==> src/rtl/apb_master_arb.sv <==
// Two-requester APB master with round-robin arbitration and an ACCESS-phase timeout.
// Every output is a flop; the completing requester is masked during its done cycle.
module apb_master_arb #(
    parameter int TIMEOUT = 255
) (
    input  logic        PCLK,
    input  logic        PRESETn,
    input  logic        req0,
    input  logic        req1,
    input  logic        we0,
    input  logic        we1,
    input  logic [31:0] addr0,
    input  logic [31:0] addr1,
    input  logic [31:0] wdata0,
    input  logic [31:0] wdata1,
    output logic        done0,
    output logic        done1,
    output logic        err0,
    output logic        err1,
    output logic [31:0] rdata,
    output logic        PSEL,
    output logic        PENABLE,
    output logic        PWRITE,
    output logic [31:0] PADDR,
    output logic [31:0] PWDATA,
    input  logic        PREADY,
    input  logic [31:0] PRDATA,
    output logic [1:0]  state_dbg
);

    typedef enum logic [1:0] {
        IDLE   = 2'd0,
        SETUP  = 2'd1,
        ACCESS = 2'd2
    } state_t;

    localparam logic [31:0] ABORT_DATA = 32'hDEADBEEF;
    localparam logic [7:0]  LAST_WAIT  = 8'(TIMEOUT - 1);

    state_t      state, state_n;
    logic [7:0]  wait_cnt, wait_cnt_n;
    logic        last, last_n;
    logic        gnt, gnt_n;
    logic        done0_n, done1_n, err0_n, err1_n;
    logic        psel_n, penable_n, pwrite_n;
    logic [31:0] paddr_n, pwdata_n, rdata_n;

    logic elig0, elig1, any_req, pick, timeout_hit;

    // done0/done1 are high only in the IDLE cycle after completion, so they double as masks
    assign elig0       = req0 & ~done0;
    assign elig1       = req1 & ~done1;
    assign any_req     = elig0 | elig1;
    assign pick        = (elig0 & elig1) ? ~last : elig1;
    assign timeout_hit = (wait_cnt == LAST_WAIT);
    assign state_dbg   = state;

    always_ff @(posedge PCLK or negedge PRESETn) begin
        if (!PRESETn) begin
            state    <= IDLE;
            wait_cnt <= 8'd0;
            last     <= 1'b1;
            gnt      <= 1'b0;
            done0    <= 1'b0;
            done1    <= 1'b0;
            err0     <= 1'b0;
            err1     <= 1'b0;
            PSEL     <= 1'b0;
            PENABLE  <= 1'b0;
            PWRITE   <= 1'b0;
            PADDR    <= 32'd0;
            PWDATA   <= 32'd0;
            rdata    <= 32'd0;
        end else begin
            state    <= state_n;
            wait_cnt <= wait_cnt_n;
            last     <= last_n;
            gnt      <= gnt_n;
            done0    <= done0_n;
            done1    <= done1_n;
            err0     <= err0_n;
            err1     <= err1_n;
            PSEL     <= psel_n;
            PENABLE  <= penable_n;
            PWRITE   <= pwrite_n;
            PADDR    <= paddr_n;
            PWDATA   <= pwdata_n;
            rdata    <= rdata_n;
        end
    end

    always_comb begin
        state_n = state;
        case (state)
            IDLE:    if (any_req) state_n = SETUP;
            SETUP:   state_n = ACCESS;
            ACCESS:  if (PREADY || timeout_hit) state_n = IDLE;
            default: state_n = IDLE;
        endcase
    end

    always_comb begin
        wait_cnt_n = wait_cnt;
        last_n     = last;
        gnt_n      = gnt;
        done0_n    = 1'b0;
        done1_n    = 1'b0;
        err0_n     = 1'b0;
        err1_n     = 1'b0;
        pwrite_n   = PWRITE;
        paddr_n    = PADDR;
        pwdata_n   = PWDATA;
        rdata_n    = rdata;
        psel_n     = (state_n != IDLE);
        penable_n  = (state_n == ACCESS);
        case (state)
            IDLE: begin
                if (any_req) begin
                    gnt_n      = pick;
                    last_n     = pick;
                    wait_cnt_n = 8'd0;
                    pwrite_n   = pick ? we1    : we0;
                    paddr_n    = pick ? addr1  : addr0;
                    pwdata_n   = pick ? wdata1 : wdata0;
                end
            end
            ACCESS: begin
                if (PREADY) begin
                    if (!PWRITE) rdata_n = PRDATA;
                    done0_n = ~gnt;
                    done1_n = gnt;
                end else if (timeout_hit) begin
                    rdata_n = ABORT_DATA;
                    done0_n = ~gnt;
                    done1_n = gnt;
                    err0_n  = ~gnt;
                    err1_n  = gnt;
                end else begin
                    wait_cnt_n = wait_cnt + 8'd1;
                end
            end
            default: ;
        endcase
    end

endmodule

==> config.mk <==
export PLATFORM = sky130hd
export DESIGN_NAME = apb_master_arb
export DESIGN_NICKNAME = d
export VERILOG_FILES = /design/src/rtl/apb_master_arb.sv
export SDC_FILE = /design/constraint.sdc
export NUM_CORES = 1
export LEC_CHECK = 0
export ABC_CLOCK_PERIOD_IN_PS = 2400
export CAP_MARGIN = 15
export CORE_ASPECT_RATIO = 0.5
export CORE_UTILIZATION = 39
export DETAILED_ROUTE_END_ITERATION = 16
export PLACE_DENSITY = 0.89
export SYNTH_ARGS = -nofsm -noshare
export SYNTH_HDL_FRONTEND = slang
export SYNTH_SLANG_ARGS = --single-unit
==> constraint.sdc <==
create_clock -name PCLK -period 2.4 [get_ports PCLK]
set_input_delay 0.24 -clock PCLK [delete_from_list [all_inputs] [get_ports PCLK]]
set_output_delay 0.24 -clock PCLK [all_outputs]
set_load 0.01 [all_outputs]
==> impl_metrics.yaml, run 1 <==
status:
  status: "finished clean"
synth:
  syn-num-nets: 607
  avgSynthCellArea_sq_um: 11.33
  ys_seq_elements: 115
  synth_top_cell_by_area: "dfrtp_1"
  muxShareOfSynthArea: 0.1334
  synthTopCellsByCount: "114 x dfrtp_1, 74 x nand2_1, 74 x o21ai_0, 65 x mux2i_1, 24 x o22a_2"
  syn_area_sq_um: 4962
  synthTopCellsByArea: "dfrtp_1 57%, mux2i_1 13%, o21ai_0 7.5%, nand2_1 5.6%, o22a_2 4.8%"
  ys_seq_area_frac: 0.5802
  synth_top_area_share: 0.5749
  synth_compound_area_frac: 0.1596
  yosys_warnings: 0
  synth-xor-area-share: 0
  synth-edff-count: 0
  yosysMostFrequentCell: "dfrtp_1"
  synth-simple-area-share: 0.08775
  async_reset_ff_frac: 1.000
  synth.distinct_cells: 35
  ys.flop_type: "dfrtp_1"
  synthCells: 438
  synthAdderAreaFrac: 0.005043
  synth_top_family_by_area: "compound AO/OA/AOI/OAI gates"
route:
  route.vias.total: 4284
  ant_nets: 0
  first_pass_iters: 4
  first_iter_violations: 192
  wl_um: 13910
  drc: 0
  detail_route.vias_per_cell: 4.830
  wl_per_cell_um: 15.68
timing:
  rsz0062_at_grt: "false"
  relSlewSlack: 0.5809
  finalCritPeriodShare: 0.8339
  finalCriticalPeriod_ns: 2.001
  drv_slew: 0
  setup_viol: 0
  fin_skew_ns: 0.009474
  worst_slack_ns: 0.3987
  worst_pin_slew_ns: 0.6287
  setup_tns_ns: 0
  finalHoldViolations: 0
  fmax_mhz: 499.7
cts:
  clk_latency_ns: 0.40
  cts_sinks: 115
  cts.clk_slew.worst_paths_ns: 0.06
  cts_buffers: 17
  cts_tree: "done"
  ctsRootBufferMaster: "clkbuf_16"
  cts_buffer_depth: 2
  cts_max_level: 4
  post_cts_buffers: 0
power_and_ir_drop:
  power_frac_comb: 0.412
  irDropWorstVdd_uv: 533.3
  power.leakage_nw: 3.738
  p_sw_frac: 0.3212
  p_int_w: 0.006987
  pwr-share-seq: 0.322
  clkPwrFrac: 0.266
  power-per-cell-area_nw_per_um2: 1210
  p_switching_w: 0.003307
critical_path:
  cp_slowest_cell: "a21oi_4"
  path_buf_inv: 1
  path_class: "reg2reg"
  ff2ff_path_depth: 6
  crit_path_start_kind: "flop"
  path_max_fanout: 24
  required_ns: 2.73
  endpoint_kind: "flop"
  cp-startpoint: "wait_cnt[0]"
  worstPathCellList: "inv_1, ha_1, nand3_1, or3_4, a21oi_4, o22a_2"
  cp.arrival_ns: 2.33
  regToRegSetupSlack_ns: 0.40
  slowest_delay_ns: 0.51
  r2r-end: "rdata[9]"
  crit_family: "compound AO/OA/AOI/OAI gates"
  reg2reg_from: "wait_cnt[0]"
flow_run:
  maxCapViolCount: 0
global_routing:
  grt_max_degree: 72
  grt_overflow_total: 0
  grt_pass1_vias: 4381
  grt_pass1_wl_um: 21960
  grtUsageTotal: 0.2154
  antenna_found_initial: 0
cells_and_area:
  diodes: 0
  fin_nets: 878
  nFillCells: 890
  syn_to_final_growth_pct: 71.51
  drive_gt1_frac: 0.1039
die:
  core-area_sq_um: 12090
  initial_core_util: 0.4106
  die_area_sq_um: 13210
  die_h_um: 81.76
  die_w_um: 161.5
  io_pins: 272
  rows: 28
hold_path:
  hp-class: "in2async"
placement:
  port_buffers: 271
  place_ws_ns: 0.3763
  gp_congestion: 0.8045
  hpwl_um: 10550
==> layer usage <==
layer,wire length (um),GRT usage
met1,5676,0.2541
met2,7286,0.3901
met3,700,0.05152
met4,244,0.08019
met5,0,0
==> power groups by stage <==
stage | combinational (W) | sequential [W] | clock [W]
global placement | 0.00415 | 0.00330 | 0
global route | 0.00461 | 0.00344 | 0.00287
detailed placement | 0.00429 | 0.00333 | 0
CTS | 0.00430 | 0.00332 | 0.00278
floorplan | 0.00151 | 0.00368 | 0
finish | 0.00424 | 0.00332 | 0.00273
==> worst register-to-register path: cells and delay by family (launching register included) <==
kind            cells  cell delay [ns]
fa+ha+maj           1             0.15
flops               1             0.41
buf+inv             1             0.08
compound gates      2             0.78
simple gates        2             0.53
==> registers in the layout, indices dropped and copies added (netlist names), 2 cells and up <==
name	count
PWDATA	32
state_dbg	2
wait_cnt	8
PADDR	32
rdata	32
==> cell families after synthesis <==
logic type | Yosys count
AOI/OAI and AO/OA | 119
DFF | 115
and+or+nand+nor | 102
muxes | 66
buffers and inverters | 34
adders and majority gates | 2
==> area by class of cell <==
type	instances	area (sq um)	share of cell area
clock inverter	13	197.7	0.02323
inverter	6	22.52	0.002646
sequential	115	2879	0.3383
multi-input combinational	289	1934	0.2273
tap	165	206.4	0.02426
timing repair buffer	280	2818	0.3311
clock buffer	19	452.9	0.05322
==> timing repair <==
action,4_1_cts,5_1_grt
endpoints found under the hold margin,44,0
hold buffers,1,0
gates resized for setup,0,0
==> layout by cell type (no fill, tap or decap), types with 2 or more instances in the layout <==
master	n
a22o_1	8
buf_12	3
buf_4	6
bufinv_16	4
clkbuf_16	17
clkbuf_8	2
clkdlybuf4s50_1	270
clkinv_4	5
dfrtp_1	114
ha_1	2
inv_1	6
inv_6	3
mux2i_1	65
nand2_1	74
nand2b_1	3
nand3_1	6
nor2_1	6
nor3_1	6
o211ai_1	2
o21ai_0	74
o22a_1	3
o22a_2	24
==> worst max-delay path by stage <==
stage                      endpoint  slack (ns)  cells past startpoint
after floorplan            PADDR[3]        0.74                      7
after global placement    rdata[11]        0.42                      4
after detailed placement   rdata[5]        0.38                      4
after CTS                  rdata[9]        0.40                      6
after global routing       rdata[9]        0.31                      6
final                      rdata[9]        0.40                      6
==> per-stage QoR <==
| step | area (sq um) | total power [W] | cells | hold slack, ns | util |
|---|---|---|---|---|---|
| global placement | 7850 | 0.007447 | 854 | 0.2968 | 0.6495 |
| global route | 8511 | 0.01092 | 887 | 0.4290 | 0.7041 |
| finish | 8511 | 0.01029 | 887 | 0.4048 | 0.7041 |
| detailed placement | 7850 | 0.007623 | 854 | 0.2984 | 0.6495 |
| CTS | 8511 | 0.01041 | 887 | 0.4190 | 0.7041 |
| floorplan | 4962 | 0.005195 | 438 | -0.05559 | - |
No activity file was read; power rests on OpenSTA's default activity.
==> inputs of run 2 (changes only) <==
ABC_CLOCK_PERIOD_IN_PS = 1900   (was 2400)
clock period = 1.9 ns   (was 2.4 ns; I/O delays follow)
==> impl_metrics.yaml, run 2 (same netlist as run 1, synthesis figures left out) <==
timing:
  setup_viol: 0
  drv_slew: 0
  rsz0062_at_grt: "false"
  fmax_mhz: 570.6
  fin_skew_ns: 0.009752
  setup_tns_ns: 0
  worst_pin_slew_ns: 0.4721
  relSlewSlack: 0.6853
  finalCritPeriodShare: 0.9224
  finalCriticalPeriod_ns: 1.753
  finalHoldViolations: 0
cts:
  cts_sinks: 115
  cts_tree: "done"
  cts_buffers: 17
  clk_latency_ns: 0.40
  cts_max_level: 4
  cts.clk_slew.worst_paths_ns: 0.06
  cts_hold_buf: 1
  cts_buffer_depth: 2
  cts_resized: 0
  ctsRootBufferMaster: "clkbuf_16"
  post_cts_buffers: 0
placement:
  gp_congestion: 0.7710
  hpwl_um: 10550
  port_buffers: 271
  place_area_sq_um: 7938
route:
  first_iter_violations: 242
  route.vias.total: 4299
  ant_nets: 0
  wl_per_cell_um: 16.00
  detail_route.vias_per_cell: 4.825
  wl_um: 14260
  drc: 0
  first_pass_iters: 4
die:
  core-area_sq_um: 12090
  io_pins: 272
  rows: 28
  initial_core_util: 0.4106
  die_h_um: 81.76
  die_area_sq_um: 13210
  die_w_um: 161.5
global_routing:
  grtUsageMet2: 0.4022
  busiest_layer: "met2"
  grt_pass1_vias: 4356
  grtUsageTotal: 0.2182
  use_met1: 0.2542
  grt_overflow_total: 0
  antenna_found_initial: 0
  met3_usage: 0.04848
  grt_pass1_wl_um: 22200
  grt_max_degree: 68
critical_path:
  crit_path_start_kind: "flop"
  path_class: "reg2reg"
  required_ns: 2.18
  cp.arrival_ns: 2.03
  path_max_fanout: 8
  endpoint_kind: "flop"
cells_and_area:
  drive_gt1_frac: 0.1074
  final_area_sq_um: 8512
  mostFrequentLayoutCell: "clkdlybuf4s50_1"
  fin_nets: 883
  syn_to_final_growth_pct: 71.53
  final_cell_mix: "270 x clkdlybuf4s50_1, 114 x dfrtp_1, 74 x o21ai_0, 74 x nand2_1, 65 x mux2i_1"
  top_regs: "PADDR (32), PWDATA (32), rdata (32)"
  diodes: 0
flow_run:
  maxCapViolCount: 0
status:
  status: "finished clean"
hold_path:
  hp-class: "in2async"
power_and_ir_drop:
  power-per-cell-area_nw_per_um2: 1495
  power.leakage_nw: 3.727
  irDropWorstVdd_uv: 628.3
[run 2: cell types whose count changed in the layout (fill, tap and decap cells not counted), sizes merged]
cell / change
inv: -3
buf: +5
clkinvlp: +4
bufinv: -3
clkbuf: +1
[run 2: metrics by stage]
step	power [W]	std cells	utilization	setup slack [ns]	hold WS, ns
final	0.01273	891	0.7042	0.1474	0.2567
after global routing	0.01353	891	0.7042	0.02896	0.3053
after CTS	0.01286	891	0.7042	0.1417	0.2687
after detailed placement	0.009815	859	0.6567	0.09066	0.1526
after global placement	0.009571	859	0.6567	0.1309	0.1501
after floorplan	0.006562	438	-	0.2366	-0.1056
[run 2: worst paths after layout]
check / to / slack [ns] / depth (start not counted) / from
worst max-delay path: rdata[22] / 0.15 / 6 / wait_cnt[0]
max in group asynchronous: last / 0.98 / 3 / PRESETn
worst min-delay path: rdata[29] / 0.26 / 2 / PRESETn
min in group PCLK: rdata[8] / 0.39 / 2 / PRDATA[8]
worst min register to register: PADDR[14] / 0.48 / 2 / PADDR[14]
worst max register to register: rdata[22] / 0.15 / 6 / wait_cnt[0]
[run 2: per-layer routing]
layer,wire length (um),part of all wire
met5,0,0
met4,257,0.018
met3,655,0.046
met2,7452,0.52
met1,5893,0.41
[run 2: power breakdown]
part           switching [W]  internal (W)  total [W]
registers           0.000643       0.00357    0.00421
clock network        0.00111       0.00186    0.00297
logic                0.00244       0.00310    0.00555
[run 2: critical path: stages (launching register included)]
cell and delay [ns]:
dfrtp_1 0.42, inv_1 0.08, ha_1 0.16, nand3_1 0.12
or3_4 0.39, a21o_2 0.26, a22o_1 0.20
[run 2: final cells by class]
type | count | area, sq um
clock buffers | 20 | 456.7
clock inverters | 11 | 107.6
fillers | 874 | 3575
inverters | 6 | 22.52
multi-input cells | 289 | 1934
flip-flops and latches | 115 | 2879
well taps | 165 | 206.4
repair buffers | 285 | 2905
==> inputs of run 3 (changes only) <==
--- a/config.mk
+++ b/config.mk
@@ -13,2 +13,3 @@
 export PLACE_DENSITY = 0.89
+export SKIP_LAST_GASP = 1
 export SYNTH_ARGS = -nofsm -noshare
==> constraint.sdc (replaced) <==
create_clock -name PCLK -period 1.9 [get_ports PCLK]
set_input_delay 0.38 -clock PCLK [delete_from_list [all_inputs] [get_ports PCLK]]
set_output_delay 0.38 -clock PCLK [all_outputs]
set_load 0.01 [all_outputs]
==> impl_metrics.yaml, run 3 (same netlist as run 1, synthesis figures left out) <==
die:
  rows: 28
  io_pins: 272
  initial_core_util: 0.4106
  die_h_um: 81.76
  die_area_sq_um: 13210
  core-area_sq_um: 12090
  die_w_um: 161.5
timing:
  worst_pin_slew_ns: 0.4500
  setup_viol: 0
  worst_hold_slack_ns: 0.4719
  fmax_mhz: 539.2
  fin_skew_ns: 0.007092
  finalHoldViolations: 0
  finalCriticalPeriod_ns: 1.855
  relSlewSlack: 0.7000
  finalCritPeriodShare: 0.9762
  drv_slew: 0
route:
  wl_met1_um: 5928
  route.met2.wl_um: 7739
  drc: 0
  dr.max_layer_used: "met4"
  first_iter_violations: 222
  wl_met3_um: 845
  wl_um: 14740
  ant_nets: 0
  first_pass_iters: 4
  wl_per_cell_um: 16.44
  route.vias.total: 4366
  detail_route.vias_per_cell: 4.867
cts:
  cts_resized: 0
  cts_max_level: 4
  cts_buffers: 17
  cts.clk_slew.worst_paths_ns: 0.06
  cts_buffer_depth: 2
  ctsRootBufferMaster: "clkbuf_16"
  clk_latency_ns: 0.40
  cts_sinks: 115
  cts_tree: "done"
cells_and_area:
  final_cells: 897
  fin_nets: 888
  diodes: 0
  syn_to_final_growth_pct: 72.89
  drive_gt1_frac: 0.1161
  mostFrequentLayoutCell: "clkdlybuf4s50_1"
  top_regs: "PADDR (32), PWDATA (32), rdata (32)"
  nFillCells: 846
  final_cell_mix: "270 x clkdlybuf4s50_1, 114 x dfrtp_1, 74 x o21ai_0, 74 x nand2_1, 65 x mux2i_1"
critical_path:
  worstPathCellList: "clkdlybuf4s50_1"
  path_buf_inv: 1
  slowest_delay_ns: 0.60
  path_max_fanout: 7
  endpoint_kind: "primary output"
  crit_path_start_kind: "flop"
  crit_family: "buffers and inverters"
  path_class: "reg2out"
  required_ns: 1.52
  cp_slowest_cell: "clkdlybuf4s50_1"
  cp.arrival_ns: 1.47
global_routing:
  antenna_found_initial: 0
  grt_pass1_vias: 4563
  grtUsageTotal: 0.2167
  grt_pass1_wl_um: 22100
  grt_max_degree: 71
  grt_overflow_total: 0
hold_path:
  hp-class: "in2async"
placement:
  placed_cells: 862
  port_buffers: 271
  hpwl_um: 10560
  gp_congestion: 0.7714
power_and_ir_drop:
  irDropWorstVdd_uv: 863.9
  power.leakage_nw: 3.777
  power-per-cell-area_nw_per_um2: 1496
flow_run:
  maxCapViolCount: 0
status:
  status: "finished clean"
-- run 3: cell types whose count changed in the layout (fill, tap and decap cells not counted), sizes merged --
cell      previous run  this run
clkinv               5         8
buf                 14        19
inv                  6         9
clkbuf              20        18
clkinvlp             5         2
-- run 3: cell type report --
cell class | count | area, sq um | share of cell area
multi-input cells | 289 | 1934 | 0.2255
well taps | 165 | 206.4 | 0.02406
repair buffers | 290 | 2968 | 0.3459
clock inverters | 14 | 130.1 | 0.01517
clock buffers | 18 | 439.2 | 0.05119
inverters | 6 | 22.52 | 0.002625
flip-flops and latches | 115 | 2879 | 0.3356
-- run 3: worst paths after layout --
path                              start      endpoint  slack, ns  cells past startpoint
max reg2reg                 wait_cnt[0]   wait_cnt[6]       0.06                      8
min                             PRESETn     rdata[18]       0.47                      2
max in group asynchronous       PRESETn          last       0.78                      3
min in group PCLK             PADDR[23]     PADDR[23]       0.48                      2
max                        state_dbg[1]  state_dbg[1]       0.05                      1
min reg2reg                   PADDR[23]     PADDR[23]       0.48                      2
-- run 3: layer usage --
metal	global-route usage	up-vias
li1	-	2120
met1	0.2402	2060
met2	0.4095	161
met3	0.05707	25
met4	0.07830	0
met5	0	-
-- run 3: timing repair --
| item | CTS | global route |
|---|---|---|
| setup buffers | 0 | 2 |
| hold buffers | 1 | 0 |
| setup endpoints to repair | 0 | 4 |
| hold endpoints to repair | 29 | 0 |
-- run 3: metrics by stage --
step           instance area [sq um]  setup WS [ns]  TNS (ns)  total power, W  utilization
6_report                        8579        0.04523         0         0.01284       0.7098
5_1_grt                         8579       -0.02995  -0.02995         0.01358       0.7098
4_1_cts                         8552        0.06181         0         0.01289       0.7076
3_5_place_dp                    7973        -0.1149    -4.370        0.009799       0.6596
3_3_place_gp                    7973       -0.04174   -0.4511        0.009598       0.6596
2_1_floorplan                   4962         0.2366         0        0.006562            -
-- run 3: where the power goes --
part | internal (W) | total, W | switching (W) | leakage (nW)
sequential | 0.00357 | 0.00419 | 0.000629 | 1.40
combinational | 0.00315 | 0.00563 | 0.00248 | 2.10
clock | 0.00185 | 0.00301 | 0.00117 | 0.277
total | 0.00856 | 0.0128 | 0.00428 | 3.78
